**config.mk**
```make
export PLATFORM = sky130hd
export DESIGN_NAME = fetch_unit
export DESIGN_NICKNAME = d
export VERILOG_FILES = /design/src/rtl/fetch_unit.sv
export SDC_FILE = /design/constraint.sdc
export NUM_CORES = 1
export LEC_CHECK = 0
export ABC_CLOCK_PERIOD_IN_PS = 6900
export CORE_MARGIN = 5
export CORE_UTILIZATION = 25
export CTS_CLUSTER_DIAMETER = 40
export CTS_CLUSTER_SIZE = 12
export DETAILED_ROUTE_END_ITERATION = 16
export SETUP_SLACK_MARGIN = 0.02
export SLEW_MARGIN = 20
export SYNTH_ARGS = -nofsm -noshare
export SYNTH_HDL_FRONTEND = slang
export SYNTH_SLANG_ARGS = --single-unit
```
**constraint.sdc**
```tcl
create_clock -name clk -period 6.9 [get_ports clk]
set_input_delay 1.38 -clock clk [delete_from_list [all_inputs] [get_ports clk]]
set_output_delay 1.38 -clock clk [all_outputs]
set_load 0.005 [all_outputs]
```
**src/rtl/fetch_unit.sv**
```systemverilog
// fetch_unit: instruction fetch stage. Owns the fetch PC, issues in-order
// requests to instruction memory, tags every request with its PC, and buffers
// returned instructions for the fetch/decode register. Redirects squash the
// buffered path and mark still-outstanding responses for discard.
module fetch_unit #(
    parameter logic [31:0] RESET_PC = 32'h0100_0000,
    parameter int          DEPTH    = 2
) (
    input  logic        clk,
    input  logic        reset,
    input  logic        stall,
    input  logic        redirect,
    input  logic [31:0] redirect_pc,
    output logic        imem_req,
    output logic [31:0] imem_addr,
    input  logic        imem_gnt,
    input  logic        imem_rvalid,
    input  logic [31:0] imem_rdata,
    output logic [31:0] PC_f,
    output logic [31:0] inst_f,
    output logic        valid_f
);
    localparam int            PW        = $clog2(DEPTH);
    localparam logic [PW-1:0] LAST_IDX  = PW'(DEPTH - 1);
    localparam logic [3:0]    DEPTH_CNT = 4'(DEPTH);
    localparam logic [31:0]   NOP       = 32'h0000_0013;

    // Architectural fetch PC
    logic [31:0]   fetch_pc_reg;

    // Tag FIFO: PCs of issued requests, popped as responses return in order
    logic [31:0]   tag_mem [DEPTH];
    logic [PW-1:0] tag_wr_ptr_reg;
    logic [PW-1:0] tag_rd_ptr_reg;
    logic [2:0]    inflight_reg;

    // Instruction queue of {pc, inst}
    logic [31:0]   q_pc_mem   [DEPTH];
    logic [31:0]   q_inst_mem [DEPTH];
    logic [PW-1:0] q_wr_ptr_reg;
    logic [PW-1:0] q_rd_ptr_reg;
    logic [2:0]    occ_reg;

    // Responses still owed to a squashed path
    logic [2:0]    discard_reg;

    logic          issue;
    logic          rsp;
    logic          q_push;
    logic          q_pop;
    logic [2:0]    inflight_next;
    logic [3:0]    credit_used;

    function automatic logic [PW-1:0] ptr_inc(input logic [PW-1:0] p);
        return (p == LAST_IDX) ? '0 : p + 1'b1;
    endfunction

    // Request credit comes only from registered counts; same-cycle pops or
    // responses do not free a slot until the next cycle.
    assign credit_used   = {1'b0, inflight_reg} + {1'b0, occ_reg};
    assign imem_req      = !reset && !redirect && (credit_used < DEPTH_CNT);
    assign imem_addr     = fetch_pc_reg;
    assign issue         = imem_req && imem_gnt;
    // A response with nothing outstanding is a protocol violation: ignored.
    assign rsp           = imem_rvalid && (inflight_reg != 3'd0);
    assign q_push        = rsp && !redirect && (discard_reg == 3'd0);
    assign valid_f       = (occ_reg != 3'd0);
    assign q_pop         = valid_f && !stall && !redirect;
    assign inflight_next = inflight_reg + {2'b00, issue} - {2'b00, rsp};

    assign PC_f   = valid_f ? q_pc_mem[q_rd_ptr_reg]   : 32'd0;
    assign inst_f = valid_f ? q_inst_mem[q_rd_ptr_reg] : NOP;

    // Fetch PC, tag FIFO pointers, outstanding and discard counters
    always_ff @(posedge clk) begin
        if (reset) begin
            fetch_pc_reg   <= RESET_PC;
            tag_wr_ptr_reg <= '0;
            tag_rd_ptr_reg <= '0;
            inflight_reg   <= 3'd0;
            discard_reg    <= 3'd0;
        end else begin
            inflight_reg <= inflight_next;
            if (issue) begin
                tag_wr_ptr_reg <= ptr_inc(tag_wr_ptr_reg);
            end
            if (rsp) begin
                tag_rd_ptr_reg <= ptr_inc(tag_rd_ptr_reg);
            end
            if (redirect) begin
                // Everything still outstanding after this cycle's response
                // belongs to the squashed path; earlier discards are included.
                fetch_pc_reg <= {redirect_pc[31:2], 2'b00};
                discard_reg  <= inflight_next;
            end else begin
                if (issue) begin
                    fetch_pc_reg <= fetch_pc_reg + 32'd4;
                end
                if (rsp && (discard_reg != 3'd0)) begin
                    discard_reg <= discard_reg - 3'd1;
                end
            end
        end
    end

    // Instruction queue pointers and occupancy; redirect empties the queue
    always_ff @(posedge clk) begin
        if (reset || redirect) begin
            q_wr_ptr_reg <= '0;
            q_rd_ptr_reg <= '0;
            occ_reg      <= 3'd0;
        end else begin
            if (q_push) begin
                q_wr_ptr_reg <= ptr_inc(q_wr_ptr_reg);
            end
            if (q_pop) begin
                q_rd_ptr_reg <= ptr_inc(q_rd_ptr_reg);
            end
            occ_reg <= occ_reg + {2'b00, q_push} - {2'b00, q_pop};
        end
    end

    // Storage arrays: written at the write pointer, no reset needed
    always_ff @(posedge clk) begin
        if (issue) begin
            tag_mem[tag_wr_ptr_reg] <= fetch_pc_reg;
        end
        if (q_push) begin
            q_pc_mem[q_wr_ptr_reg]   <= tag_mem[tag_rd_ptr_reg];
            q_inst_mem[q_wr_ptr_reg] <= imem_rdata;
        end
    end
endmodule

```
==> results.ini, run 1 <==
[status]
status=completed

[sta]
period_needed_ns=5.23
clock_skew_ns=0.0174
fin_crit_sh_pct=75.8
tns_ns=0
setup_viol=0
timing.fmax_mhz=191
drv_slew=0
rsz0062_at_grt=no
worst_slew_pin_slew_ns=0.812
timing.slew.headroom_pct=45.9
timing_hold_violations_final=0

[route]
postRouteAntennaNets=0
dr_total_vias=6181
drc=0
drtPass1Iterations=5
drt_wl_total_um=24500
wl_per_cell_um=17.4
viasPerCell=4.39
drt_iter0_drc=366

[power]
ir_worst_vdd_uv=130
power_density_nw_per_um2=312
p_leak_nw=4.08

[critical_path]
r2r-start=occ_reg[1]
regToRegSetupSlack_ns=2.80
crit_path_end=imem_req
startpoint=reset
endpoint_kind=primary output
startpoint_type=input port
critical_path.cell_chain=clkdlybuf4s50_1, buf_4, or2_1, a2111o_4, inv_2, clkdlybuf4s50_1
ff2ff_path_depth=13
r2r-end=discard_reg[2]
path_class=in2out
crit_top_cell=clkdlybuf4s50_1
required_ns=5.52
critPathArrivalTime_ns=3.85
cp_slowest_cell=a2111o_4
cp_max_fo=38
critPathMaxStageDelay_ns=0.62

[floorplan]
pin_count=168
dieArea_um2=42000
die_w_um=205
start_util_pct=25.3
std_cell_rows=71
die_h_um=205
core_um2=37600

[logic_synthesis]
synth_cells=701
synth_top_area_cell=edfxtp_1
ys.flop_type=edfxtp_1
yosys_warnings=0
yosysSeqAreaShare_pct=67.7
synth.area.top_cells=edfxtp_1 (58%), dfxtp_1 (9.5%), mux2i_1 (6.5%)
synth_top_cell_area_share_pct=58.2
synthDistinctLibCells=55
synthArstFlopShare_pct=0
avgSynthCellArea_um2=13.5
synth_seq_cells=229
synth_edf_count=184
syn_area_um2=9490

[clocking]
h-tree-depth=2
cts_root_buffer=clkbuf_16
clkTransAtPathRegs_ns=0.06
post_cts_resized=0
ctsHoldBuffers=0
tritoncts=built
post_cts_buffers=0
clk_latency_ns=0.50
cts_inserted_buffers=35
cts_num_sinks=229
cts_buffer_depth=3

[cells_and_area]
fin_util_pct=34.3
largestRegisters=q_inst_mem x64, q_pc_mem x60, tag_mem x60
top_register=q_inst_mem
mostFrequentLayoutCells=edfxtp_1 (184), clkdlybuf4s50_1 (161), nor2_1 (84)
largest_reg_flops=64
diodes=0
area_growth_pct=35.8
post_route_cells_drive_above_1_share_pct=12.4
final_common_cell=edfxtp_1
fillers=3666
nets=956

[flow_run]
cap_violations=0

[global_route]
antenna_found_initial=0
grt_overflow=0
grt_pass1_vias=6236
grt_use_total_pct=11.4
grt_pass1_wl_um=36900
grt_max_degree=62

[place]
portBuffers=161
place_congestion=0.801
hpwl_um=16500

[hold_path]
hold_depth=2
hp-class=reg2reg

## where the power goes
group,internal [mW],switching [mW]
clock network,1.13,0.625
registers,1.64,0.0591
logic,0.270,0.299
total,3.04,0.983
## cells by family after synthesis
family,synth area share (%)
compound gates,5.63
xor+xnor,0.923
fa+ha+maj,1.82
buf+inv,2.68
flops,67.7
mux,10.3
other cells,0.0395
simple gates,10.9
## worst max-delay path, delay by kind of cell
family | cells | cell delay [ns]
AOI/OAI and AO/OA | 1 | 0.62
and+or+nand+nor | 1 | 0.36
buffers and inverters | 4 | 1.48
## Yosys cell counts, types with 4 or more instances
cell,number
nor2_1,87
or4_1,7
ha_1,9
or3_1,6
nand4_1,10
and3_1,4
mux2_2,32
a311oi_1,4
xnor2_1,10
o21ai_0,13
buf_4,4
a31oi_1,9
nor3_1,16
buf_2,5
inv_1,17
clkbuf_1,23
dfxtp_1,45
nand2_1,45
nand3_1,24
nor4_1,5
o211ai_1,8
a211oi_1,4
mux2i_1,62
edfxtp_1,184
a21oi_1,16
buf_1,5
## worst min path at each step
stage / startpoint / slack [ns] / end
detailed placement: tag_rd_ptr_reg / 0.50 / register
global placement: tag_rd_ptr_reg / 0.49 / register
finish: tag_rd_ptr_reg / 0.50 / register
CTS: tag_rd_ptr_reg / 0.51 / register
global route: tag_rd_ptr_reg / 0.53 / register
floorplan: imem_addr[7] / 0.47 / tag_mem[0][7]
## per-layer routing
metal | up-vias | wire length [um] | global-route usage, %
met1 | 2949 | 10100 | 14.1
li1 | 2960 | - | -
met4 | 0 | 783 | 4.24
met5 | - | 0 | 0
met2 | 223 | 11700 | 19.1
met3 | 49 | 1940 | 3.28
## final cells by class
cell class	instances	area [um2]	share of cell area [%]
clock buffer	40	937	7.27
clock inverter	21	239	1.86
inverter	19	71.3	0.554
multi-input combinational	417	2850	22.1
sequential	229	6430	49.9
tap	511	639	4.96
timing repair buffer	172	1720	13.3
## through the flow
step	setup WS, ns	hold WS [ns]	instances	power (mW)	area, um2
after floorplan	2.09	0.466	704	2.06	9500
after global placement	1.66	0.495	1346	2.29	11700
after detailed placement	1.66	0.500	1348	2.31	11700
after CTS	1.65	0.506	1409	4.09	12900
after global routing	1.53	0.529	1409	4.20	12900
final	1.67	0.504	1409	4.02	12900
No activity file was read; power rests on OpenSTA's default activity.
==> inputs of run 2 (changes only) <==
--- a/config.mk
+++ b/config.mk
@@ -5,7 +5,7 @@
 export SDC_FILE = /design/constraint.sdc
 export NUM_CORES = 1
 export LEC_CHECK = 0
-export ABC_CLOCK_PERIOD_IN_PS = 6900
+export ABC_CLOCK_PERIOD_IN_PS = 4800
 export CORE_MARGIN = 5
 export CORE_UTILIZATION = 25
 export CTS_CLUSTER_DIAMETER = 40
==> constraint.sdc (replaced) <==
create_clock -name clk -period 4.8 [get_ports clk]
set_input_delay 0.96 -clock clk [delete_from_list [all_inputs] [get_ports clk]]
set_output_delay 0.96 -clock clk [all_outputs]
set_load 0.005 [all_outputs]
==> results.ini, run 2 (same netlist as run 1, synthesis figures left out) <==
[status]
status=completed

[clocking]
tritoncts=built
post_cts_buffers=0  ; unchanged
cts_buffer_depth=3  ; unchanged
cts_inserted_buffers=36  ; +2.9%
clkTransAtPathRegs_ns=0.05  ; about the same
cts_num_sinks=229  ; unchanged
clk_latency_ns=0.51  ; about the same
h-tree-depth=2  ; unchanged
ctsHoldBuffers=0  ; unchanged
post_cts_resized=0  ; unchanged
cts_root_buffer=clkbuf_16

[route]
dr_total_vias=6220  ; +0.63%
drt_wl_total_um=24800  ; +1.4%
postRouteAntennaNets=0  ; unchanged
drt_iter0_drc=427  ; +17%
wl_per_cell_um=17.5  ; +1.0%
drtPass1Iterations=5  ; unchanged
drc=0  ; unchanged
viasPerCell=4.40  ; +0.20%

[sta]
timing_hold_violations_final=0  ; unchanged
tns_ns=0  ; unchanged
drv_slew=0  ; unchanged
worst_slew_pin_slew_ns=0.818  ; +0.00621 ns
clock_skew_ns=0.0151  ; -0.00230 ns
rsz0062_at_grt=no
fin_crit_sh_pct=88.6
timing.fmax_mhz=235
setup_viol=0  ; unchanged
timing.slew.headroom_pct=45.5  ; -0.41 points
period_needed_ns=4.25

[cells_and_area]
area_growth_pct=37.0
largestRegisters=q_inst_mem x64, q_pc_mem x60, tag_mem x60
top_register=q_inst_mem
final_common_cell=edfxtp_1
fin_area_um2=13000  ; +0.89%
nets=957  ; +0.10%
mostFrequentLayoutCells=edfxtp_1 (184), clkdlybuf4s50_1 (161), nor2_1 (84)
largest_reg_flops=64  ; unchanged
post_route_cells_drive_above_1_share_pct=13.1  ; +0.71 points

[hold_path]
hp-class=reg2reg

[power]
power_mw=6.02  ; +50%
power_density_nw_per_um2=463  ; +48%
ir_worst_vdd_uv=181  ; +39%
p_leak_nw=4.13  ; +1.3%

[critical_path]
required_ns=3.84  ; -1.68 ns
startpoint_type=register
endpoint_kind=primary output
critPathArrivalTime_ns=3.29  ; -0.56 ns
path_class=reg2out
cp_max_fo=14  ; -63%

[flow_run]
cap_violations=0  ; unchanged

[global_route]
grt_pass1_vias=6251  ; +0.24%
grt_use_total_pct=11.6  ; +0.15 points
grt_pass1_wl_um=37300  ; +1.2%
grt_overflow=0  ; unchanged
grt_max_degree=63  ; +1.6%
antenna_found_initial=1  ; +1

[floorplan]
core_um2=37600  ; unchanged
start_util_pct=25.3  ; unchanged
die_w_um=205  ; unchanged
die_h_um=205  ; unchanged
pin_count=168  ; unchanged
dieArea_um2=42000  ; unchanged
std_cell_rows=71  ; unchanged

[place]
hpwl_um=16100  ; -2.4%
dpl_cell_area_um2=11700  ; unchanged
portBuffers=161  ; unchanged
place_congestion=0.832  ; +3.8%

## run 2: cell count changes in the layout (fill, tap and decap cells not counted)
cell and change:
bufinv_16 +3, clkinv_1 -2, clkinv_2 +1, clkinv_4 +1, clkinvlp_4 +1, diode_2 +1
inv_6 +1
## run 2: worst paths after layout
check                                      from              to  slack [ns]  cells after the start
worst max register to register  inflight_reg[1]  discard_reg[2]        1.06                     13
worst max-delay path            inflight_reg[1]        imem_req        0.55                      6
worst min register to register   tag_rd_ptr_reg  tag_rd_ptr_reg        0.52                      2
worst min-delay path             tag_rd_ptr_reg  tag_rd_ptr_reg        0.52                      2
## run 2: metal layers
metal	vias up	track usage (%)	wire, um
met5	-	0	0
met4	0	5.17	884
met3	57	3.69	2090
met2	230	18.7	11600
met1	2955	14.2	10200
li1	2978	-	-
## run 2: per-stage QoR
stage,hold WS [ns],std cells,utilization [%],worst slack (ns)
finish,0.517,1415,34.6,0.548
global route,0.534,1415,34.6,0.398
CTS,0.526,1414,34.6,0.523
detailed placement,0.503,1348,31.2,0.655
global placement,0.498,1348,31.1,0.693
floorplan,0.466,704,-,0.415
## run 2: where the power goes
group / leakage (nW) / total, mW / internal (mW) / switching, mW
sequential: 2.05 / 2.46 / 2.35 / 0.105
combinational: 1.47 / 0.801 / 0.386 / 0.415
clock: 0.622 / 2.76 / 1.81 / 0.950
total: 4.13 / 6.02 / 4.55 / 1.47
## run 2: critical path: stages (launching register included)
cell	delay (ns)
dfxtp_1	0.40
inv_1	0.13
fa_1	0.45
a311o_1	0.35
a2111o_4	0.62
inv_2	0.25
clkdlybuf4s50_1	0.58
## run 2: layout make-up
type	count	area (um2)
clock buffer	40	937
fill	3696	24600
tap	511	639
timing repair buffer	172	1720
antenna	1	2.50
sequential	229	6430
clock inverter	26	352
inverter	19	71.3
multi-input combinational	417	2850
==> inputs of run 3 (changes only) <==
--- a/config.mk
+++ b/config.mk
@@ -11,7 +11,7 @@
 export CTS_CLUSTER_DIAMETER = 40
 export CTS_CLUSTER_SIZE = 12
 export DETAILED_ROUTE_END_ITERATION = 16
-export SETUP_SLACK_MARGIN = 0.02
+export SETUP_SLACK_MARGIN = 0.3
 export SLEW_MARGIN = 20
 export SYNTH_ARGS = -nofsm -noshare
 export SYNTH_HDL_FRONTEND = slang
==> results of run 3 <==
The final DEF is identical to that of run 2; final timing and power are the same.
==> variant: new RTL, config.mk and constraints of run 3 <==
Change the parameter `DEPTH` from 2 to 4.
--- a/src/rtl/fetch_unit.sv
+++ b/src/rtl/fetch_unit.sv
@@ -6,3 +6,3 @@
     parameter logic [31:0] RESET_PC = 32'h0100_0000,
-    parameter int          DEPTH    = 2
+    parameter int          DEPTH    = 4
 ) (
Behaviour: not the same (Yosys sat finds a counterexample within 4 cycles, from zero or initial values and one cycle with reset high).
==> variant against run 3 <==
Worst hold slack lost 9.9 ps. Sequential cell count grew 190. Power grew 72%. Via count grew 41%. Global-route usage shrank 0.75 points. Routed wire length grew 55%. Critical path depth shrank 2. Clock skew grew 6.0 ps. Combinational power grew 15%. Cell area grew 66%. Area after synthesis grew 74%. Setup slack gained 330 ps. Count of clock-buffer cells in the layout grew 35. Final cell count grew 42%.
==> variant: results <==
global_route:
  antenna_found_initial: 1
  grt_pass1_wl_mm: 58.3
  met3_usage: 0.0263
  met2_usage: 0.177
  grtUsageTotal: 0.108
  grt_max_degree: 68
  use_met1: 0.141
  grt_pass1_vias: 9381
layout:
  top_regs: "q_inst_mem x128, q_pc_mem x120, tag_mem x120"
  nNetsFinal: 1188
  fillerInstances: 6292
  drive_gt1_frac: 0.213
  n_antenna_cell: 0
cts:
  cts_buffers: 68
  h-tree-depth: 3
  insertion_delay_ps: 590
  clk_pin_slew_worst_paths_ps: 50
  root_buffer: "clkbuf_16"
  post-cts-setup-buffer-count: 0
  cts_resized: 0
  clockBufferDepth: 3
routing:
  vias_per_cell: 4.34
  wl_met3_mm: 2.01
  drtPass1Iterations: 4
  wl_met1_mm: 16.8
  drt-initial-drc-count: 480
  wl_met2_mm: 18.6
  post_drt_wl_per_cell_um: 19.0
  top_layer: "met4"
power_and_ir_drop:
  vdd_ir_drop_max_v: 0.000221
  switching_share: 0.229
  combPwrFrac: 0.089
  leakagePower_nw: 6.83
  seqPwrFrac: 0.417
placement:
  place_area_um2: 19200
  io_buffers: 161
  routabilityCongestion: 0.767
  place_hpwl_mm: 23.6
synthesis:
  synth_cell_types: 56
  ys_warn_count: 0
  synthArstFlopShare: 0
  ys_seq_area_frac: 0.730
  ys_top_cells_by_area: "edfxtp_1, mux4_2, dfxtp_1, nor2b_1, ha_1"
  synth-edff-count: 368
  yosys-top-cells-count: "edfxtp_1, mux4_2, nor2b_1, dfxtp_1, nand2_1"
sta:
  drv_slew: 0
  worstMarginPinSlew_ps: 1060
  skew_ps: 21.2
critical_path:
  arrival_ps: 2970
  crit_fanout: 24
status:
  status: "complete, no violations"
worst_hold_path:
  hold_path.class: "register to register"
[variant: critical path, stage by stage (launching register included)]
cell and delay [ps]:
dfxtp_4 690, buf_4 440, mux4_2 590, nor2b_1 150, clkdlybuf4s50_1 490
[variant: cell type report]
type	count	area, um2	area share
flip-flops and latches	419	12100	0.558
repair buffers	177	1760	0.0815
multi-input cells	409	4210	0.194
clock inverters	49	693	0.0320
inverters	22	82.6	0.00382
clock buffers	75	1730	0.0799
well taps	864	1080	0.0500
[variant: through the flow]
step	setup slack [ps]	hold slack (ps)	cells	power, mW
6_report	874	507	2015	10.3
5_1_grt	633	520	2015	10.8
4_1_cts	714	498	2014	10.5
3_5_place_dp	871	505	1890	5.34
3_3_place_gp	888	459	1890	5.31
2_1_floorplan	1330	454	895	4.92
[variant: worst paths after layout]
check | startpoint | end | slack [ps] | depth (start not counted)
worst max-delay path | register | PC_f[23] | 870 | 4
worst min-delay path | tag_rd_ptr_reg[1]$_SDFFE_PP0N_ | register | 510 | 2
worst max register to register | discard_reg[0]$_SDFFE_PP0P_ | occ_reg[2]$_SDFF_PP0_ | 1880 | 12
worst min register to register | tag_rd_ptr_reg[1]$_SDFFE_PP0N_ | register | 510 | 2
[variant: kinds of logic (layout without fill, tap and decap cells)]
group | after synthesis | after routing | synth area share
buffers and inverters | 67 | 323 | 0.0167
DFF | 419 | 419 | 0.730
muxes | 98 | 98 | 0.129
other | 1 | 4 | 0.000227
adders and majority gates | 21 | 21 | 0.0168
AOI/OAI and AO/OA | 60 | 60 | 0.0240
xor gates and xnor gates | 22 | 22 | 0.0117
and+or+nand+nor | 204 | 204 | 0.0710
